### config.mk
export PLATFORM = sky130hd
export DESIGN_NAME = bus_fabric_flat
export DESIGN_NICKNAME = d
export VERILOG_FILES = /design/src/rtl/bus_fabric_if.sv /design/src/rtl/bus_fabric.sv /design/src/flat_wrapper.sv
export SDC_FILE = /design/constraint.sdc
export NUM_CORES = 1
export LEC_CHECK = 0
export CORE_AREA = 5 5 176 178
export DETAILED_ROUTE_END_ITERATION = 8
export DIE_AREA = 0 0 181 183
export GPL_ROUTABILITY_DRIVEN = 0
export PLACE_DENSITY = 0.61
export SYNTH_ARGS = -nofsm -noshare
export SYNTH_HDL_FRONTEND = slang
export SYNTH_SLANG_ARGS = --single-unit
### constraint.sdc
create_clock -name clk -period 3.5 [get_ports clk]
set_input_delay 0.35 -clock clk [delete_from_list [all_inputs] [get_ports clk]]
set_output_delay 0.35 -clock clk [all_outputs]
set_load 0.02 [all_outputs]
### src/rtl/bus_fabric_if.sv
// bus_fabric_if: master-side and slave-side signals of the bus fabric.
// The fabric modport is the interconnect's view; master/slave are the agents' views.
interface bus_fabric_if #(
    parameter int NUM_M  = 2,
    parameter int NUM_S  = 8,
    parameter int ADDR_W = 16,
    parameter int DATA_W = 32
);
    logic [NUM_M-1:0]        m_req;
    logic [NUM_M-1:0]        m_we;
    logic [NUM_M*ADDR_W-1:0] m_addr;
    logic [NUM_M*DATA_W-1:0] m_wdata;
    logic [DATA_W-1:0]       m_rdata;
    logic [NUM_M-1:0]        m_ack;
    logic [NUM_M-1:0]        m_err;
    logic [NUM_S-1:0]        s_sel;
    logic                    s_we;
    logic [ADDR_W-1:0]       s_addr;
    logic [DATA_W-1:0]       s_wdata;
    logic [NUM_S*DATA_W-1:0] s_rdata;
    logic [NUM_S-1:0]        s_ready;
    logic                    busy;

    modport fabric (
        input  m_req, m_we, m_addr, m_wdata, s_rdata, s_ready,
        output m_rdata, m_ack, m_err, s_sel, s_we, s_addr, s_wdata, busy
    );
    modport master (
        output m_req, m_we, m_addr, m_wdata,
        input  m_rdata, m_ack, m_err, busy
    );
    modport slave (
        input  s_sel, s_we, s_addr, s_wdata,
        output s_rdata, s_ready
    );
endinterface

### src/rtl/bus_fabric.sv
// bus_fabric: registered round-robin interconnect between NUM_M masters and NUM_S slaves.
// Optional access timeout enabled by defining BUS_TIMEOUT_EN.
module bus_fabric #(
    parameter int         NUM_M       = 2,
    parameter int         NUM_S       = 8,
    parameter int         ADDR_W      = 16,
    parameter int         DATA_W      = 32,
    parameter logic [7:0] PERIPH_PAGE = 8'hFF,
    parameter int         TIMEOUT_CYC = 255
) (
    input logic          clk,
    input logic          rst,
    bus_fabric_if.fabric bus
);
    localparam int GW = NUM_M > 1 ? $clog2(NUM_M) : 1;
    localparam int SW = NUM_S > 1 ? $clog2(NUM_S) : 1;

    typedef enum logic [1:0] {IDLE, ACCESS, RESP, ERR} state_t;

    state_t            state, state_n;
    logic [GW-1:0]     grant, last_grant, win;
    logic              found;
    logic [ADDR_W-1:0] win_addr, addr_q;
    logic [DATA_W-1:0] wdata_q, rdata_q;
    logic              we_q;
    logic              page_hit, mapped;
    int                pidx;
    logic [SW-1:0]     slv;
    logic              ready;
    logic              tmo;

    // Round-robin search starts just after the previous winner.
    always_comb begin
        found = 1'b0;
        win   = last_grant;
        for (int k = 0; k < NUM_M; k++) begin
            if (!found && bus.m_req[(int'(last_grant) + 1 + k) % NUM_M]) begin
                found = 1'b1;
                win   = GW'((int'(last_grant) + 1 + k) % NUM_M);
            end
        end
    end

    assign win_addr = bus.m_addr[win*ADDR_W +: ADDR_W];
    assign page_hit = win_addr[ADDR_W-1 -: 8] == PERIPH_PAGE;
    assign pidx     = int'(win_addr[7:4]) + 1;
    assign mapped   = !page_hit || pidx < NUM_S;
    assign ready    = bus.s_ready[slv];

`ifdef BUS_TIMEOUT_EN
    localparam int CW0  = $clog2(TIMEOUT_CYC + 1);
    localparam int CNT_W = CW0 < 8 ? 8 : (CW0 > 16 ? 16 : CW0);
    logic [CNT_W-1:0] cnt;
    assign tmo = cnt == CNT_W'(TIMEOUT_CYC - 1);
    always_ff @(posedge clk) begin
        if (rst)
            cnt <= '0;
        else if (state == IDLE)
            cnt <= '0;
        else if (state == ACCESS)
            cnt <= cnt + 1'b1;
    end
`else
    assign tmo = 1'b0;
`endif

    always_ff @(posedge clk) begin
        if (rst) begin
            state      <= IDLE;
            last_grant <= GW'(NUM_M - 1);
            grant      <= '0;
            we_q       <= 1'b0;
            addr_q     <= '0;
            wdata_q    <= '0;
            rdata_q    <= '0;
            slv        <= '0;
        end else begin
            state <= state_n;
            if (state == IDLE && found) begin
                grant      <= win;
                last_grant <= win;
                we_q       <= bus.m_we[win];
                addr_q     <= win_addr;
                wdata_q    <= bus.m_wdata[win*DATA_W +: DATA_W];
                if (mapped)
                    slv <= page_hit ? SW'(pidx) : '0;
            end
            if (state == ACCESS && ready)
                rdata_q <= we_q ? '0 : bus.s_rdata[slv*DATA_W +: DATA_W];
        end
    end

    // A ready arriving together with the timeout still completes normally.
    always_comb begin
        state_n = state;
        case (state)
            IDLE:    state_n = found ? (mapped ? ACCESS : ERR) : IDLE;
            ACCESS:  state_n = ready ? RESP : (tmo ? ERR : ACCESS);
            default: state_n = IDLE;
        endcase
    end

    always_comb begin
        bus.s_sel   = '0;
        bus.m_ack   = '0;
        bus.m_err   = '0;
        if (state == ACCESS)
            bus.s_sel[slv] = 1'b1;
        bus.m_ack[grant] = state == RESP || state == ERR;
        bus.m_err[grant] = state == ERR;
        bus.m_rdata = state == RESP ? rdata_q : '0;
        bus.busy    = state != IDLE;
        bus.s_we    = we_q;
        bus.s_addr  = addr_q;
        bus.s_wdata = wdata_q;
    end
endmodule

### src/flat_wrapper.sv
// flat-port wrapper written by rule: the top's interface ports become plain ports
module bus_fabric_flat 
#(
    parameter int         NUM_M       = 2,
    parameter int         NUM_S       = 8,
    parameter int         ADDR_W      = 16,
    parameter int         DATA_W      = 32,
    parameter logic [7:0] PERIPH_PAGE = 8'hFF,
    parameter int         TIMEOUT_CYC = 255
)
  (clk, rst, bus_m_req, bus_m_we, bus_m_addr, bus_m_wdata, bus_s_rdata, bus_s_ready, bus_m_rdata, bus_m_ack, bus_m_err, bus_s_sel, bus_s_we, bus_s_addr, bus_s_wdata, bus_busy);
  bus_fabric_if #(.NUM_M(NUM_M), .NUM_S(NUM_S), .ADDR_W(ADDR_W), .DATA_W(DATA_W)) bus_i ();
  input logic clk;
  input logic rst;
  input wire logic [$bits(bus_i.m_req)-1:0] bus_m_req;
  input wire logic [$bits(bus_i.m_we)-1:0] bus_m_we;
  input wire logic [$bits(bus_i.m_addr)-1:0] bus_m_addr;
  input wire logic [$bits(bus_i.m_wdata)-1:0] bus_m_wdata;
  input wire logic [$bits(bus_i.s_rdata)-1:0] bus_s_rdata;
  input wire logic [$bits(bus_i.s_ready)-1:0] bus_s_ready;
  output wire logic [$bits(bus_i.m_rdata)-1:0] bus_m_rdata;
  output wire logic [$bits(bus_i.m_ack)-1:0] bus_m_ack;
  output wire logic [$bits(bus_i.m_err)-1:0] bus_m_err;
  output wire logic [$bits(bus_i.s_sel)-1:0] bus_s_sel;
  output wire logic [$bits(bus_i.s_we)-1:0] bus_s_we;
  output wire logic [$bits(bus_i.s_addr)-1:0] bus_s_addr;
  output wire logic [$bits(bus_i.s_wdata)-1:0] bus_s_wdata;
  output wire logic [$bits(bus_i.busy)-1:0] bus_busy;
  assign bus_i.m_req = bus_m_req;
  assign bus_i.m_we = bus_m_we;
  assign bus_i.m_addr = bus_m_addr;
  assign bus_i.m_wdata = bus_m_wdata;
  assign bus_i.s_rdata = bus_s_rdata;
  assign bus_i.s_ready = bus_s_ready;
  assign bus_m_rdata = bus_i.m_rdata;
  assign bus_m_ack = bus_i.m_ack;
  assign bus_m_err = bus_i.m_err;
  assign bus_s_sel = bus_i.s_sel;
  assign bus_s_we = bus_i.s_we;
  assign bus_s_addr = bus_i.s_addr;
  assign bus_s_wdata = bus_i.s_wdata;
  assign bus_busy = bus_i.busy;
  bus_fabric #(.NUM_M(NUM_M), .NUM_S(NUM_S), .ADDR_W(ADDR_W), .DATA_W(DATA_W), .PERIPH_PAGE(PERIPH_PAGE), .TIMEOUT_CYC(TIMEOUT_CYC)) u_core (.clk(clk), .rst(rst), .bus(bus_i));
endmodule
Word level (Yosys, flattened, before mapping)
Cells that the tools add are included.
{ "op_classes": {"n_addsub": 3, "magnitude_cmp": 8, "n_eq_ne": 4, "n_shift": 3, "n_mux": 26, "n_bitwise": 4, "reduce_logical": 12} }
{ "op_table": {"columns": ["op", "n"], "rows": [
  ["$shiftx 256x9->32", 1],
  ["$mux 32", 2],
  ["$shiftx 64x7->32", 1],
  ["$add 32x2->32 const B", 1],
  ["$lt 32x5->1 const B", 1],
  ["$shiftx 32x6->16", 1],
  ["$mux 1", 15],
  ["$eq 8x8->1 const B", 1],
  ["$mux 8", 1],
  ["$lt 2x3->1 const B", 2],
  ["$mux 2", 3],
  ["$add 4x1->5 const B", 1],
  ["$logic_and 1x1->1", 5],
  ["$and 2x2->2", 2],
  ["$eq 2x2->1 const B", 2],
  ["$lt 1x2->1 const B", 2],
  ["$lt 3x4->1 const B", 1],
  ["$pmux 2 s2", 1],
  ["$bmux 1 s3", 1],
  ["$demux 1 s3", 1],
  ["$ge 3x1->1 const B", 1],
  ["$mux 3", 1],
  ["$add 1x1->2 const B", 1],
  ["$eq 2x1->1 const B", 1],
  ["other kinds (9)", 11]
]} }
{ "totals": {"reg_bits": 88, "inputBits": 366, "output_inout_bits": 94, "wordCells": 68} }

Depth between registers and ports, before layout
Gate-level depths: netlist of the first run.
{ "depth": {"ltp_word": 16, "mapped_depth": 12, "depth_no_buf": 10} }

Least setup slack after synthesis of the first run
No wires, ideal clock.
{ "synth_timing": {"path_kind": "input to register", "from": "input bus_m_req[1]", "to": "register u_core.slv[1]", "setup_time_ns": 0.060, "arrival_time_ns": 2.643, "required_ns": 3.440, "slack_ns": 0.796, "stages": 11, "path_buffers": 2, "cell_sequence": "nor2b_1 > clkbuf_1 > nor2_2 > buf_2 > mux2i_1 > inv_1 > ha_1 > a2111oi_0 > nand4bb_1 > nor4bb_1 > a22o_1"} }
{ "synth_via": {"elab_chain_cells": 12, "elab_cells_between_ends": 21, "cone_classes": "1 x add/sub; 1 x order compare; 1 x eq/ne; 1 x shift; 11 x mux; 6 x reduce/logical"} }
{ "synth_rtl": {"columns": ["item", "line_no", "text"], "rows": [
  ["start, declared", "flat_wrapper.sv:15", "input wire logic [$bits(bus_i.m_req)-1:0] bus_m_req;"],
  ["$mux 1 (implied by the code) (3 in series)", "bus_fabric.sv:37", "if (!found && bus.m_req[(int'(last_grant) + 1 + k) % NUM_M]) begin"],
  ["$mux 1", "bus_fabric.sv:37", null],
  ["$logic_not 1->1", "bus_fabric.sv:37", null],
  ["$logic_and 1x1->1", "bus_fabric.sv:37", null],
  ["$mux 1", "bus_fabric.sv:37", null],
  ["$shiftx 32x6->16", "bus_fabric.sv:44", "assign win_addr = bus.m_addr[win*ADDR_W +: ADDR_W];"],
  ["$add 4x1->5 / $eq 8x8->1 (equally long branches)", "bus_fabric.sv:46, bus_fabric.sv:45", null],
  ["$lt 32x5->1 / $logic_not 1->1 (equally long branches)", "bus_fabric.sv:47", "assign mapped = !page_hit || pidx < NUM_S;"],
  ["$logic_or 1x1->1", "bus_fabric.sv:47", null],
  ["$reduce_and 2->1 (no line)", null, null],
  ["end signal, assigned", "bus_fabric.sv:86", "slv <= page_hit ? SW'(pidx) : '0;"],
  ["end, declared", "bus_fabric.sv:28", "logic [SW-1:0] slv;"]
]} }
Parallel ways exist; a longest one is shown, timed or not. The select of a mux whose other input is x is not followed.
A chain may end at the register's enable or synchronous reset.

Worst setup path after layout of the first run
{ "layout_timing": {"from": "register u_core.state[0]", "to": "output bus_s_sel[2]"} }
{ "layout_via": {"elab_chain_cells": 2} }
{ "layout_rtl": {"columns": ["item", "line_no", "text"], "rows": [
  ["start, declared", "bus_fabric.sv:20", "state_t state, state_n;"],
  ["start signal, assigned", "bus_fabric.sv:78", "state <= state_n;"],
  ["$eq 2x1->1", "bus_fabric.sv:107", "if (state == ACCESS)"],
  ["$mux 8", "bus_fabric.sv:107", null],
  ["end, declared", "flat_wrapper.sv:24", "output wire logic [$bits(bus_i.s_sel)-1:0] bus_s_sel;"]
]} }
Every way passes these cells.

==> results of run 1 <==
area by class of cell:
| cell class | count | area, um^2 |
|---|---|---|
| Multi-Input combinational cell | 444 | 3930 |
| Timing Repair Buffer | 469 | 4700 |
| Clock buffer | 9 | 225 |
| Inverter | 2 | 7.51 |
| Clock inverter | 7 | 68.8 |
| Sequential cell | 88 | 1770 |
| Antenna cell | 1 | 2.50 |
| Fill cell | 2900 | 18000 |
| Tap cell | 390 | 488 |
cell families after synthesis:
| group | after synthesis | share of synthesized area [%] |
|---|---|---|
| buffers and inverters | 63 | 5.12 |
| xor gates and xnor gates | 1 | 0.146 |
| DFF | 88 | 29.4 |
| muxes | 140 | 37.2 |
| and+or+nand+nor | 201 | 16.8 |
| AOI/OAI and AO/OA | 101 | 11.0 |
| adders and majority gates | 1 | 0.209 |
cell usage after synthesis (6+ instances only):
master,instances
a211oi_1,42
a21oi_1,35
a311oi_1,8
and2_1,33
buf_1,7
buf_2,17
buf_6,6
clkbuf_1,30
dfxtp_1,88
mux2i_1,73
mux4_2,66
nand2_1,44
nand2b_1,7
nor2_1,62
o21ai_0,10
or3_1,32
cells in the final DEF (no fill, tap or decap), types with 2 or more instances in the layout:
cell type / Yosys / final
clkdlybuf4s50_1: 0 / 458
dfxtp_1: 88 / 85
mux2i_1: 73 / 73
mux4_2: 66 / 66
nor2_1: 62 / 61
nand2_1: 44 / 44
a211oi_1: 42 / 42
a21oi_1: 35 / 35
and2_1: 33 / 33
or3_1: 32 / 32
o21ai_0: 10 / 10
clkbuf_16: 0 / 9
a311oi_1: 8 / 8
buf_4: 1 / 8
nand2b_1: 7 / 7
nor2b_1: 5 / 4
nand4_1: 4 / 4
inv_6: 0 / 4
a22o_1: 3 / 3
buf_12: 0 / 3
nor2_4: 0 / 2
or2_2: 2 / 2
inv_1: 2 / 2
nor3_1: 2 / 2
nand3_1: 2 / 2
dfxtp_4: 0 / 2
routing by layer:
layer	GRT usage (%)	routed length (um)	vias to the layer above
met5	0	54	-
met2	27.4	13600	270
met3	5.28	2150	27
li1	-	-	3081
met4	3.00	378	6
met1	19.8	11400	2999
where the power goes:
group	internal [uW]	switching, uW
clock	504	474
sequential	1090	48.0
combinational	663	444
flip-flops by register name, indices dropped and copies added, names as in the netlist:
signal              flops
u_core.bus.s_addr      16
u_core.bus.s_wdata     32
u_core.bus.s_we         1
u_core.grant            1
u_core.last_grant       1
u_core.rdata_q         32
u_core.slv              3
u_core.state            2
worst register-to-register path, delay by kind of cell (launching register included):
kind	cells	cell delay, ns
DFF	1	0.39
and+or+nand+nor	6	1.34
adders and majority gates	1	0.22
buffers and inverters	1	0.08
muxes	1	0.25
AOI/OAI and AO/OA	1	0.21
worst paths after layout:
check,endpoint,slack (ns),cells after the start,from
worst min register to register,u_core.rdata_q[6],0.45,2,u_core.rdata_q[6]
worst min-delay path,u_core.rdata_q[6],0.45,2,u_core.rdata_q[6]
worst max-delay path,bus_s_sel[2],0.83,4,u_core.state[0]
worst max register to register,u_core.slv[0],0.96,10,u_core.last_grant
stage by stage:
stage                     instances  utilization [%]
after floorplan                 595                -
after global routing           1410             38.3
after CTS                      1409             38.3
final                          1410             38.3
after detailed placement       1393             37.3
after global placement         1393             37.3
==> flow_metrics.tcl, run 1 <==
set metrics [dict create \
    status "finished clean" \
    ant_nets 0 \
    clock_path_buffers 2 \
    setup_viol 0 \
    finalClockSkew_ns 0.0116 \
    cpPeakStageDelay_ns 0.65 \
    dr.first_iter.drc_count 248 \
    grt_pass1_vias 6747 \
    drt-total-wl_um 27600 \
    die-area_mm2 0.0331 \
    h-tree-depth 3 \
    syn_area_per_cell_um2 10.1 \
    die_y_um 183 \
    ys_seq_area_share_pct 29.4 \
    place_ws_ns 0.518 \
    vias_per_cell 4.53 \
    synth_ff_type "dfxtp_1" \
    grt_overflow_total 0 \
    crit_type "flop to output pin" \
    track_usage_pct 15.9 \
    placed_area_mm2 0.0109 \
    worst_pin_slew_ns 0.990 \
    power_uw 3220 \
    critical-path-slowest-cell "clkdlybuf4s50_1" \
    netlist_top_cells_area "dfxtp_1 29%, mux4_2 25%, mux2i_1 12%" \
    p_leak_uw 0.00383 \
    start_util_pct 20.5 \
    die_width_um 181 \
    rsz0062_at_grt "no" \
    min_path_type "flop to flop" \
    io_pins 460 \
    cp_max_fo 5 \
    min_period_ns 2.67 \
    synthArstFlopShare_pct 0 \
    vias 6383 \
    root_buffer "clkbuf_16" \
    clkSinkCount 88 \
    grt_max_degree 102 \
    ys_types 38 \
    crit_required_ns 3.15 \
    clock_latency_ns 0.35 \
    ir_drop_mv 0.205 \
    max_freq_ghz 0.374 \
    syn-num-nets 962 \
    finalHoldViolCount 0 \
    cts_buffers 9 \
    cts-hold-fix-buffers 0 \
    maxSlewHeadroom_pct 34.0 \
    layout_setup_ws_ns 0.829 \
    clk_pin_slew_worst_paths_ns 0.07 \
    min_period_over_period_pct 76.3 \
    row_count 63 \
    netlist_instances 595 \
    crit_buf_inv 1 \
    syn_area_mm2 0.00599 \
    post-dp-hpwl_um 22400 \
    core-area_mm2 0.0292 \
    layout-drive-gt1-share_pct 10.1 \
    finalMaxSlewViolations 0 \
    wl_per_cell_um 19.6 \
    synth_warnings 0 \
    yosysTopAreaCellShare_pct 29.4 \
    critical-path-top-delay-family "simple AND/OR/NAND/NOR gates" \
    cts_resized 0 \
    p_per_area_mw_per_mm2 288 \
    cts_setup_buffers 0 \
    ys_seq_elements 88 \
    drc_errors 0 \
    grt_pass1_wl_um 41400 \
    crit_arrival_ns 2.32 \
    final_area_mm2 0.0112 \
    setup-tns-final_ns 0 \
    syn_to_final_growth_pct 87.1 \
    end_kind "output pin" \
    yosysTopAreaCell "dfxtp_1" \
    cts_tree "yes" \
    whs_ns 0.447 \
    dr.pass1.iters 4 \
    cap_viol_max_count 0 \
    start_kind "flop" \
    synth_edf_count 0 \
    io_buffers 459 \
    path_cells "nor2b_1 > nand2_1 > nor3_1 > clkdlybuf4s50_1" \
    nets 1381 \
    antenna_found_initial 4 \
]
Note: power is estimated with default switching activity, not from simulation.
==> run 2: changes to the inputs <==
==> constraint.sdc (replaced) <==
create_clock -name clk -period 2.55 [get_ports clk]
set_input_delay 0.255 -clock clk [delete_from_list [all_inputs] [get_ports clk]]
set_output_delay 0.255 -clock clk [all_outputs]
set_load 0.02 [all_outputs]
==> run 2 against run 1 <==
Against the previous run:
- register-to-register slack lost 0.75 ns
- sequential power is 37% higher
- core utilization grew 0.53 points
- critical path depth grew 6
- first-iteration DRC count down 12%
- critical endpoint is now u_core.state[1]
- largest power group unchanged
- highest routed layer is now met4
==> flow_metrics.tcl, run 2 (same netlist as run 1, synthesis figures left out) <==
set metrics [dict create \
    grt_pass1_wl_um 41700 \
    grt_max_degree 81 \
    clock_path_buffers 2 \
    antenna_found_initial 0 \
    regToRegStartpoint "u_core.last_grant" \
    rsz0062_at_grt "no" \
    crit_required_ns 2.81 \
    die_width_um 181 \
    cts_tree "yes" \
    min_period_over_period_pct 92.2 \
    grt_pass1_vias 6707 \
    crit_end "u_core.state[1]" \
    io_pins 460 \
    root_buffer "clkbuf_16" \
    cts_setup_buffers 0 \
    critPathLaunch "bus_m_req[1]" \
    clkSinkCount 88 \
    die_y_um 183 \
    core-area_mm2 0.0292 \
    clk_pin_slew_worst_paths_ns 0.08 \
    layout_common_cells "458 x clkdlybuf4s50_1, 84 x dfxtp_1, 73 x mux2i_1" \
    finalClockSkew_ns 0.00881 \
    dr.first_iter.drc_count 218 \
    ant_nets 0 \
    row_count 63 \
    io_buffers 459 \
    rr_endpoint "u_core.slv[2]" \
    cts_buffers 9 \
    finalHoldViolCount 0 \
    layout_setup_ws_ns 0.200 \
    die-area_mm2 0.0331 \
    dr.pass1.iters 4 \
    crit_type "input pin to flop" \
    min_period_ns 2.35 \
    p_leak_uw 0.00393 \
    setup_viol 0 \
    drt-total-wl_um 28100 \
    cp_max_fo 4 \
    drc_errors 0 \
    h-tree-depth 3 \
    grt_overflow_total 0 \
    track_usage_pct 16.1 \
    final_common_cell "clkdlybuf4s50_1" \
    rr_worst_depth 8 \
    post-dp-hpwl_um 22900 \
    min_path_type "input pin to flop" \
    nets 1397 \
    wl_per_cell_um 19.7 \
    start_util_pct 20.5 \
    maxSlewHeadroom_pct 55.8 \
    start_kind "input pin" \
    ir_drop_mv 0.262 \
    status "finished clean" \
    worst_pin_slew_ns 0.663 \
    cap_viol_max_count 0 \
    vias_per_cell 4.51 \
    finalMaxSlewViolations 0 \
    crit_arrival_ns 2.61 \
    rrSetupSlack_ns 0.21 \
    syn_to_final_growth_pct 89.7 \
    end_kind "flop" \
    fin_util_pct 38.8 \
    max_freq_ghz 0.426 \
    vias 6428 \
    layout-drive-gt1-share_pct 11.9 \
    place_ws_ns -0.149 \
    p_per_area_mw_per_mm2 394 \
    clock_latency_ns 0.35 \
]
[run 2: timing repair]
action	CTS	global route
hold buffers	0	0
setup endpoints to repair	6	7
pin swaps	0	0
resized for setup	2	3
[run 2: layout make-up]
class / count / area (um^2)
timing repair buffer: 485 / 4840
tap: 390 / 488
fill: 2907 / 17900
multi-input combinational: 444 / 3950
inverter: 2 / 7.51
clock buffer: 9 / 225
clock inverter: 7 / 67.6
antenna: 1 / 2.50
sequential: 88 / 1770
[run 2: worst min path at each step]
stage	startpoint	to	depth (start not counted)
2_1_floorplan	bus_m_addr[10]	u_core.bus.s_addr[10]	2
3_3_place_gp	u_core.rdata_q[0]	u_core.rdata_q[0]	2
3_5_place_dp	u_core.rdata_q[9]	u_core.rdata_q[9]	2
4_1_cts	rst	u_core.grant	2
5_1_grt	rst	u_core.grant	2
6_report	rst	u_core.grant	2
[run 2: critical path, stage by stage]
cell,delay (ns)
clkdlybuf4s50_1,0.47
nor2b_1,0.27
nor2_4,0.07
mux2_2,0.25
ha_1,0.18
nand2b_1,0.11
nor4_1,0.04
nand4bb_1,0.24
or4_1,0.49
a211oi_1,0.22
[run 2: where the power goes]
| group | total (uW) | leakage (uW) | switching, uW | internal [uW] |
|---|---|---|---|---|
| sequential | 1560 | 0.000727 | 68.2 | 1500 |
| clock | 1360 | 0.000142 | 671 | 692 |
| combinational | 1540 | 0.00306 | 612 | 932 |
[run 2: through the flow]
step                hold slack (ns)  total power [uW]  instance area [um^2]  TNS, ns  cells
floorplan                     0.414              2210                  6000        0    595
global placement              0.434              3140                 11000   -0.257   1409
detailed placement            0.441              3150                 11000   -0.565   1409
CTS                           0.371              4560                 11300        0   1425
global route                  0.402              4720                 11400        0   1425
finish                        0.380              4470                 11400        0   1426
[run 2: metal layers]
metal	vias to the layer above	track usage (%)	part of all wire [%]
met1	3002	20.5	41
met5	-	0	0
met2	283	26.6	48
met4	0	4.41	2.2
met3	30	5.14	8.4
li1	3113	-	-
